### config.mk
export PLATFORM = sky130hd
export DESIGN_NAME = fm_wm_adj_accum
export DESIGN_NICKNAME = d
export VERILOG_FILES = /design/src/rtl/gcn_pkg.sv /design/src/rtl/adj_acc_bank.sv /design/src/rtl/fm_wm_adj_accum.sv
export SDC_FILE = /design/constraint.sdc
export NUM_CORES = 1
export LEC_CHECK = 0
export BUFFER_PORTS_ARGS = -buffer_cell sky130_fd_sc_hd__buf_4
export CAP_MARGIN = 10
export CORE_MARGIN = 2
export CORE_UTILIZATION = 40
export DETAILED_ROUTE_END_ITERATION = 16
export SLEW_MARGIN = 30
export SYNTH_ARGS = -nofsm -noshare
export SYNTH_HDL_FRONTEND = slang
export SYNTH_SLANG_ARGS = --single-unit
### constraint.sdc
create_clock -name clk -period 3.2 [get_ports clk]
set_input_delay 0.32 -clock clk [delete_from_list [all_inputs] [get_ports clk]]
set_output_delay 0.32 -clock clk [all_outputs]
set_load 0.05 [all_outputs]
### src/rtl/gcn_pkg.sv
// Shared GCN datapath types: FSM state encoding,
// default widths and the product/accumulator row type.
package gcn_pkg;

  localparam int DEF_FEATURE_ROWS   = 6;
  localparam int DEF_WEIGHT_COLS    = 3;
  localparam int DEF_DOT_PROD_WIDTH = 16;
  localparam int DEF_COO_WIDTH      = 3;

  typedef enum logic [2:0] {
    IDLE,
    ACCUM,
    DRAIN,
    EMIT,
    DONE
  } state_t;

  typedef logic [0:DEF_WEIGHT_COLS-1][DEF_DOT_PROD_WIDTH-1:0] row_t;

endpackage

### src/rtl/adj_acc_bank.sv
// Row register bank: sync clear, one row write port,
// two combinational row read ports (accumulate, emit).
module adj_acc_bank #(
  parameter int ROWS = 6,
  parameter int COLS = 3,
  parameter int DW   = 16,
  parameter int IW   = 3
) (
  input  logic                         clk,
  input  logic                         rst_n,
  input  logic                         clr,
  input  logic                         wr_en,
  input  logic [IW-1:0]                wr_idx,
  input  logic [0:COLS-1][DW-1:0]      wr_row,
  input  logic [IW-1:0]                rd_a_idx,
  output logic [0:COLS-1][DW-1:0]      rd_a_row,
  input  logic [IW-1:0]                rd_b_idx,
  output logic [0:COLS-1][DW-1:0]      rd_b_row
);

  logic [0:COLS-1][DW-1:0] mem [0:ROWS-1];

  always_ff @(posedge clk or negedge rst_n) begin
    if (!rst_n) begin
      for (int i = 0; i < ROWS; i++)
        mem[i] <= '0;
    end else if (clr) begin
      for (int i = 0; i < ROWS; i++)
        mem[i] <= '0;
    end else if (wr_en) begin
      mem[wr_idx] <= wr_row;
    end
  end

  assign rd_a_row = mem[rd_a_idx];
  assign rd_b_row = mem[rd_b_idx];

endmodule

### src/rtl/fm_wm_adj_accum.sv
// Edge aggregation: acc[dst] += fm_wm[src] per pair, then
// streams acc rows 0..N-1 out under valid/ready.
// Ports: start/edge_valid/src_row/dst_row/edge_ready/
// edges_done in; fm_wm_read_row/fm_wm_row_in to product
// memory (row data follows the registered address);
// out_valid/out_row_idx/out_row/out_ready, done, idx_err.
module fm_wm_adj_accum
  import gcn_pkg::*;
#(
  parameter int FEATURE_ROWS   = DEF_FEATURE_ROWS,
  parameter int WEIGHT_COLS    = DEF_WEIGHT_COLS,
  parameter int DOT_PROD_WIDTH = DEF_DOT_PROD_WIDTH,
  parameter int COO_WIDTH      = DEF_COO_WIDTH,
  parameter int FEATURE_WIDTH  = $clog2(FEATURE_ROWS)
) (
  input  logic                     clk,
  input  logic                     reset,
  input  logic                     start,
  input  logic                     edge_valid,
  input  logic [FEATURE_WIDTH-1:0] src_row,
  input  logic [COO_WIDTH-1:0]     dst_row,
  output logic                     edge_ready,
  input  logic                     edges_done,
  output logic [FEATURE_WIDTH-1:0] fm_wm_read_row,
  input  logic [0:WEIGHT_COLS-1][DOT_PROD_WIDTH-1:0]
                                   fm_wm_row_in,
  output logic                     out_valid,
  output logic [FEATURE_WIDTH-1:0] out_row_idx,
  output logic [0:WEIGHT_COLS-1][DOT_PROD_WIDTH-1:0]
                                   out_row,
  input  logic                     out_ready,
  output logic                     done,
  output logic                     idx_err
);

  localparam logic [FEATURE_WIDTH-1:0] LAST =
    FEATURE_WIDTH'(FEATURE_ROWS - 1);

  typedef logic [0:WEIGHT_COLS-1][DOT_PROD_WIDTH-1:0] prow_t;

  state_t                   state, state_nxt;
  logic                     s1_valid;
  logic [FEATURE_WIDTH-1:0] s1_src;
  logic [FEATURE_WIDTH-1:0] s1_dst;
  logic [FEATURE_WIDTH-1:0] ptr;
  logic                     err_q;
  logic                     accept;
  logic                     bad;
  logic                     kick;
  prow_t                    acc_row;
  prow_t                    sum_row;
  prow_t                    emit_row;

  assign accept = edge_valid && edge_ready;
  assign bad    = (int'(src_row) >= FEATURE_ROWS)
               || (int'(dst_row) >= FEATURE_ROWS);
  assign kick   = start
               && ((state == IDLE) || (state == DONE));

  always_comb begin
    state_nxt  = state;
    edge_ready = 1'b0;
    out_valid  = 1'b0;
    done       = 1'b0;
    unique case (state)
      IDLE: begin
        if (start) state_nxt = ACCUM;
      end
      ACCUM: begin
        edge_ready = 1'b1;
        // A pair accepted alongside edges_done is
        // processed first; leave on the next cycle.
        if (edges_done && !edge_valid)
          state_nxt = DRAIN;
      end
      DRAIN: begin
        if (!s1_valid) state_nxt = EMIT;
      end
      EMIT: begin
        out_valid = 1'b1;
        if (out_ready && (ptr == LAST))
          state_nxt = DONE;
      end
      DONE: begin
        done = 1'b1;
        if (start) state_nxt = ACCUM;
      end
      default: state_nxt = IDLE;
    endcase
  end

  always_ff @(posedge clk or negedge reset) begin
    if (!reset) begin
      state    <= IDLE;
      s1_valid <= 1'b0;
      s1_src   <= '0;
      s1_dst   <= '0;
      ptr      <= '0;
      err_q    <= 1'b0;
    end else begin
      state    <= state_nxt;
      s1_valid <= accept && !bad;
      if (accept && !bad) begin
        s1_src <= FEATURE_WIDTH'(src_row);
        s1_dst <= FEATURE_WIDTH'(dst_row);
      end
      if (kick)
        err_q <= 1'b0;
      else if (accept && bad)
        err_q <= 1'b1;
      if (kick)
        ptr <= '0;
      else if ((state == EMIT) && out_ready)
        ptr <= (ptr == LAST) ? '0 : ptr + 1'b1;
    end
  end

  // Bank row is read after the previous write edge,
  // so same-dst pairs back to back chain correctly.
  always_comb begin
    sum_row = '0;
    for (int c = 0; c < WEIGHT_COLS; c++)
      sum_row[c] = acc_row[c] + fm_wm_row_in[c];
  end

  adj_acc_bank #(
    .ROWS (FEATURE_ROWS),
    .COLS (WEIGHT_COLS),
    .DW   (DOT_PROD_WIDTH),
    .IW   (FEATURE_WIDTH)
  ) u_bank (
    .clk      (clk),
    .rst_n    (reset),
    .clr      (kick),
    .wr_en    (s1_valid),
    .wr_idx   (s1_dst),
    .wr_row   (sum_row),
    .rd_a_idx (s1_dst),
    .rd_a_row (acc_row),
    .rd_b_idx (ptr),
    .rd_b_row (emit_row)
  );

  assign fm_wm_read_row = s1_src;
  assign out_row_idx    = ptr;
  assign out_row        = out_valid ? emit_row : '0;
  assign idx_err        = err_q;

endmodule
* Word level (Yosys, flattened, before mapping) *
Cells that the tools add are included.
W data, S select, Z words.

storage, ports and cells
  output and inout bits = 58
  word-level logic and storage cells = 87
  register bits = 302
  input port bits = 60

operators by class
  reduce and logical (&&, ||, !) cells = 18
  $add $sub $neg = 4
  equal/unequal tests = 9
  multiplexer cells = 25
  magnitude comparators = 5
  bitwise operators = 2

operator list
  kind                   count
  $mux W288              2
  $bmux W48 S3           2
  $bwmux W288            1
  $mux W48               6
  $demux W48 S3          1
  $add A16 B16 Y16       3
  $mux W3                7
  $pmux W3 S4            1
  $ge A4 B4 Y1 const B   2
  $logic_and A1 B1 Y1    8
  $not A3 Y4             2
  $eq A3 B2 Y1 const B   2
  $eq A3 B3 Y1 const B   2
  $ge A3 B3 Y1 const B   2
  $ne A2 B2 Y1 const B   3
  $reduce_bool A2 Y1     3
  $mux W1                5
  $lt A4 B1 Y1 const B   1
  $reduce_and A4 Y1      1
  $add A3 B1 Y3 const B  1
  $eq A3 B1 Y1 const B   1
  $logic_not A3 Y1       1
  $logic_not A1 Y1       2
  $logic_or A1 B1 Y1     2
  other kinds (2)        2

* Logic depth before layout (Yosys ltp) *
  depth in word-level cells = 8
  depth in mapped cells = 16
  mapped depth without buffers = 12

* Cells and area by module *
Synthesis repeated with hierarchy kept, for this count alone.

unflattened totals
  cells, all modules = 2,212
  area total of the unflattened synthesis = 18,971.9 sq um

modules (own cells, without submodules)
  module           area each (sq um)  instances  sequential area each (sq um)  cells each
  adj_acc_bank     15,972.8           1          7,206.9                       1,810
  fm_wm_adj_accum  2,999.1            1          350.3                         402

* Worst setup path after synthesis *
No wires, ideal clock.

  path kind = reg-to-reg
  start = reg s1_dst[2]
  end = reg u_bank.mem[30] (netlist name)
  setup time = 0.137 ns
  path slack = -0.226 ns
  stages on the path, launching flop included = 16
  required time = 3.063 ns
  arrival time = 3.289 ns
  period minus slack after synthesis = 3.426 ns
  path buffers = 3
  path through = dfrtp_1 > nand2b_1 > clkbuf_1 > nor2_1 > buf_2 > clkbuf_1 > a22oi_1 > nand3_1 > ha_1 > fa_1 > a211oi_2 > o21bai_4 > a221oi_4 > a21oi_1 > nor3_2 > a21oi_1

on the way
  cells in the longest elaborated chain, start to end = 8
  elaborated cells between the ends (all ways) = 13
  classes of those cells = add/sub (1); order compare (2); mux (8); bitwise (1); reduce/logical (1)

ends and longest elaborated chain
  element                                                                       RTL line                                    source
  start: declaration                                                            fm_wm_adj_accum.sv:44                       logic [FEATURE_WIDTH-1:0] s1_dst;
  start signal: assignment                                                      fm_wm_adj_accum.sv:105                      s1_dst <= FEATURE_WIDTH'(dst_row);
  $not A3 Y4 (not written as such) (*)                                          adj_acc_bank.sv:31, adj_acc_bank.sv:35
  $bmux W48 S3 (tied with other cells)                                          adj_acc_bank.sv:35                          assign rd_a_row = mem[rd_a_idx];
  $mux W48 (not written as such) / $logic_and A1 B1 Y1 (equally long branches)  adj_acc_bank.sv:35, adj_acc_bank.sv:31
  $mux W48, on equally long branches                                            adj_acc_bank.sv:35, adj_acc_bank.sv:31
  $add A16 B16 Y16 / $demux W48 S3 (equally long branches)                      fm_wm_adj_accum.sv:123, adj_acc_bank.sv:31
  $bwmux W288 (*)                                                               adj_acc_bank.sv:31                          mem[wr_idx] <= wr_row;
  $mux W288 (*)                                                                 adj_acc_bank.sv:30                          end else if (wr_en) begin
  $mux W288 (*)                                                                 adj_acc_bank.sv:27                          end else if (clr) begin
  end signal: indexed assignment                                                adj_acc_bank.sv:31
  end: declaration                                                              adj_acc_bank.sv:21                          logic [0:COLS-1][DW-1:0] mem [0:ROWS-1];

Every way passes the cells marked *; elsewhere a longest branch is shown, timed or not. The select of a mux whose other input is x is not followed.
A chain may end at the register's enable or synchronous reset.

* Worst setup path in the final report *
  start = reg s1_dst[0]
  end = reg u_bank.mem[41] (netlist name)

Same word-level chain as after synthesis.

==> reports/qor.txt <==
switching pwr - 10,700 uW
DR vias - 18,004
Distinct cells, synth - 73
Yosys reg bits - 302
1st-pass router iterations - 6
crit path launch - s1_dst[0]
Worst Path Max Fanout - 6
Root Driver - clkbuf_16
routed wl met2 - 32,300 microns
Worst slew margin - 37.7%
clk sinks - 302
Reg2Reg Launch Point - s1_dst[0]
Clk pwr share - 16.7%
Area growth syn-to-layout - 34.2%
Crit path arrival time - 3.72 ns
Initial Util - 40.4%
Cells after Synth - 2,032
fill count - 4,021
fmax - 0.306 GHz
Ys Warns - 0
Pwr per Cell Area - 1000 nW/um^2
period utilization - 102%
worst slack, placed - -0.291 ns
CP most frequent cell - buf_12
worst IR drop on VDD - 0.470 mV
setup violators final - 16
fraction of the yosys area taken by sequential cells - 41.3%
largest net degree at the start of global routing - 102
static leakage - 0.0104 uW
met3 WL post-DR - 5280 microns
Crit path buffers/inverters - 6
Detail Route Antenna Nets - 0
Pins Over Slew Limit - 0
Post-Layout Cell Count - 2,935
endpoints failing hold - 0
actual transition at the worst max-transition pin - 0.931 ns
Comb power frac - 56.7%
CTS tree - yes
DIE AREA - 47,400 sq um
FF-to-FF End - u_bank.mem[41]
CTS HTree Levels - 2
RSZ-0062 raised after global routing - yes
Post-DP HPWL - 44,700 microns
Critical Path End - u_bank.mem[41]
critical path's largest stage delay - 0.43 ns
fraction of layout cells with a size suffix above 1 - 33.5%
total CTS buffers - 35
site row count - 78
Chip Height - 218 microns
Port Buffers - 117
residual DRC count - 0
clock-pin slew on the worst setup and hold paths - 0.06 ns
post-synthesis net count - 2,140
Syn Area/Cell - 9.00 sq um
vias per inst - 6.13
gr ovfl total - 0
CTS Buffer Depth - 3
cells along the critical path - buf_12, buf_12, nor3b_4, buf_12, buf_8, a22oi_2, nand3_2, ha_4, a211oi_2, buf_4, o211ai_1, buf_4, a2111oi_4, nand4bb_4, nand2_1, a21oi_2
WP data required - 3.66 ns
Hold Path Class - in2reg
gpl congestion - 0.948
number of placed cells counting well taps - 2,836
fraction of registers with async set/reset - 100%
core area - 45,300 sq um
kind of critical path - reg2reg
worst-case clock skew - 0.0211 ns
ys flop type - dfrtp_1
WL/cell - 23.5 microns
P_int - 14,000 uW
CP Launch Type - register
outcome - finished, violations left
Reg power frac - 26.6%
number of synthesized flops with an enable pin - 0
WP depth - 16
gr usage total - 28.3%
R2R setup slack - -0.06 ns
final worst slack - -0.0646 ns
fin crit period - 3.26 ns
detailed router's first-iteration violation count - 1,856
switching part of the total - 43.3%
uppermost layer routed - met4
number of global-route vias before repair - 17,669
Routed WL - 69,000 microns
die extent in x - 218 microns
clock latency on the worst-skew pair - 0.54 ns
Inserted Diodes - 0
slowest CP cell - dfrtp_2
met1 wire length - 29,100 microns
failing checks - setup timing
final net count - 2,418
CP endpoint kind - register
reg2reg path depth - 16
I/O pin total - 118
first-pass GRT wire length - 105,000 microns
Max-Cap Viols - 0
initial antenna violation count - 0
CP top delay family - buffers and inverters
Mapped Area - 18,300 sq um
power groups by stage:
stage | clock network, uW | logic, uW | registers [uW]
2_1_floorplan | 0 | 7240 | 6080
3_3_place_gp | 0 | 11700 | 6460
3_5_place_dp | 0 | 11900 | 6490
4_1_cts | 4160 | 12500 | 6450
5_1_grt | 4320 | 15000 | 6670
6_report | 4120 | 14000 | 6550
synthesized netlist by cell type (4+ instances only):
cell,number,share of area (%)
nand2_1,343,7.0
dfrtp_1,302,41
a21oi_1,210,5.7
a22oi_1,184,7.6
nor2_1,173,3.6
clkbuf_1,137,2.8
o21ai_0,83,2.3
nand3_1,67,1.8
a211oi_1,62,2.5
mux4_2,49,6.0
mux2_2,48,3.0
ha_1,45,3.1
xnor2_1,29,1.4
a22o_1,28,1.3
nor3_1,27,0.74
inv_1,17,0.35
nor4_1,16,0.55
a31oi_1,15,0.51
buf_2,15,0.41
a21o_1,14,0.57
buf_1,12,0.25
nand4_1,10,0.34
o21a_1,9,0.37
and3_1,8,0.27
a211o_1,7,0.34
nor2b_1,7,0.24
o211ai_1,7,0.29
xor2_1,7,0.34
nand2b_1,6,0.21
o2bb2ai_1,6,0.29
and2_1,5,0.17
mux2i_1,5,0.27
nor3b_1,5,0.21
o2111ai_1,4,0.19
o21bai_1,4,0.16
o31ai_1,4,0.16
worst min path at each step:
stage                          start  cells past startpoint                 to
after CTS                 edge_valid                      3            idx_err
final                     edge_valid                      3            idx_err
after global placement         reset                      1     u_bank.mem[14]
after detailed placement       reset                      1     u_bank.mem[14]
after global routing      dst_row[2]                      3          s1_dst[2]
after floorplan                reset                      0  fm_wm_read_row[0]
cell usage in the layout, fill, tap and decap left out, types with 7 or more instances in the layout:
cell         n
nor3_1      25
a211oi_1    38
ha_1        17
nand4_1     10
and3_1       7
a22oi_2     19
a31oi_1     12
a22o_1      28
clkbuf_1    10
xnor2_1     19
buf_4      349
nand3_2     17
a22oi_1    165
a21o_1      13
inv_1       15
o21ai_0     67
nand3_1     49
ha_4        23
nand2_2     14
nor2b_1      7
a21oi_1    182
a21oi_2     26
o211ai_1     7
clkbuf_16   37
mux2_2      48
a211oi_2    22
clkbuf_8     8
o21ai_1     10
buf_12      32
xnor2_2      7
buf_6       21
dfrtp_1    298
mux4_2      49
o21a_1       7
nor4_1       9
nand2_1    327
nor2_4       9
nor2_1     163
layer usage:
layer	GRT usage (%)	vias to the layer above
met2	45.2	849
met5	0	-
met4	9.48	0
li1	-	8007
met3	4.85	155
met1	39.1	8993
metrics by stage:
stage               setup TNS [ns]  area [sq um]  hold WS, ns  power [uW]  utilization (%)
floorplan                   -0.128         18300       0.0244       13300                -
global placement            -12.56         21600        0.388       18100             47.8
detailed placement          -16.03         21600        0.382       18300             47.8
finish                      -0.590         24500       0.0614       24600             54.2
CTS                         -0.330         23400       0.0468       23100             51.6
global route                 -8.16         24500       0.0808       25900             54.2
cell families after synthesis:
kind of cell,count (synthesis),share of synthesized area [%]
buffers and inverters,187,4.07
xor gates and xnor gates,36,1.72
AOI/OAI and AO/OA,668,24.0
and+or+nand+nor,689,16.2
adders and majority gates,48,3.41
DFF,302,41.3
muxes,102,9.27
registers in the layout, indices dropped and copies added, names as in the netlist:
| name | flops |
|---|---|
| idx_err | 1 |
| s1_dst | 3 |
| out_row_idx | 3 |
| s1_valid | 1 |
| fm_wm_read_row | 3 |
| u_bank.mem | 288 |
| state | 3 |
repair_timing:
action	CTS	global route
resized for setup	75	189
buffers inserted	19	17
cloned	0	0
setup endpoints to repair	145	182
hold buffers	4	0
endpoints found under the hold margin	84	0
pin swaps	19	63
worst register-to-register path, cell delays in order (launching register included):
cell and delay, ns:
dfrtp_2 0.43, buf_12 0.14, buf_12 0.12, nor3b_4 0.29, buf_12 0.18, buf_8 0.13
a22oi_2 0.06, nand3_2 0.12, ha_4 0.22, a211oi_2 0.21, buf_4 0.17, o211ai_1 0.15
buf_4 0.19, a2111oi_4 0.27, nand4bb_4 0.27, nand2_1 0.08, a21oi_2 0.15
cell type report:
class | instances | area (sq um) | share of cell area (%)
clock inverters | 7 | 87.6 | 0.357
inverters | 19 | 73.8 | 0.301
repair buffers | 409 | 3580 | 14.6
clock buffers | 55 | 1070 | 4.38
flip-flops and latches | 302 | 7560 | 30.8
multi-input cells | 1543 | 11400 | 46.5
well taps | 600 | 751 | 3.06
(Power assumes the default switching activity.)
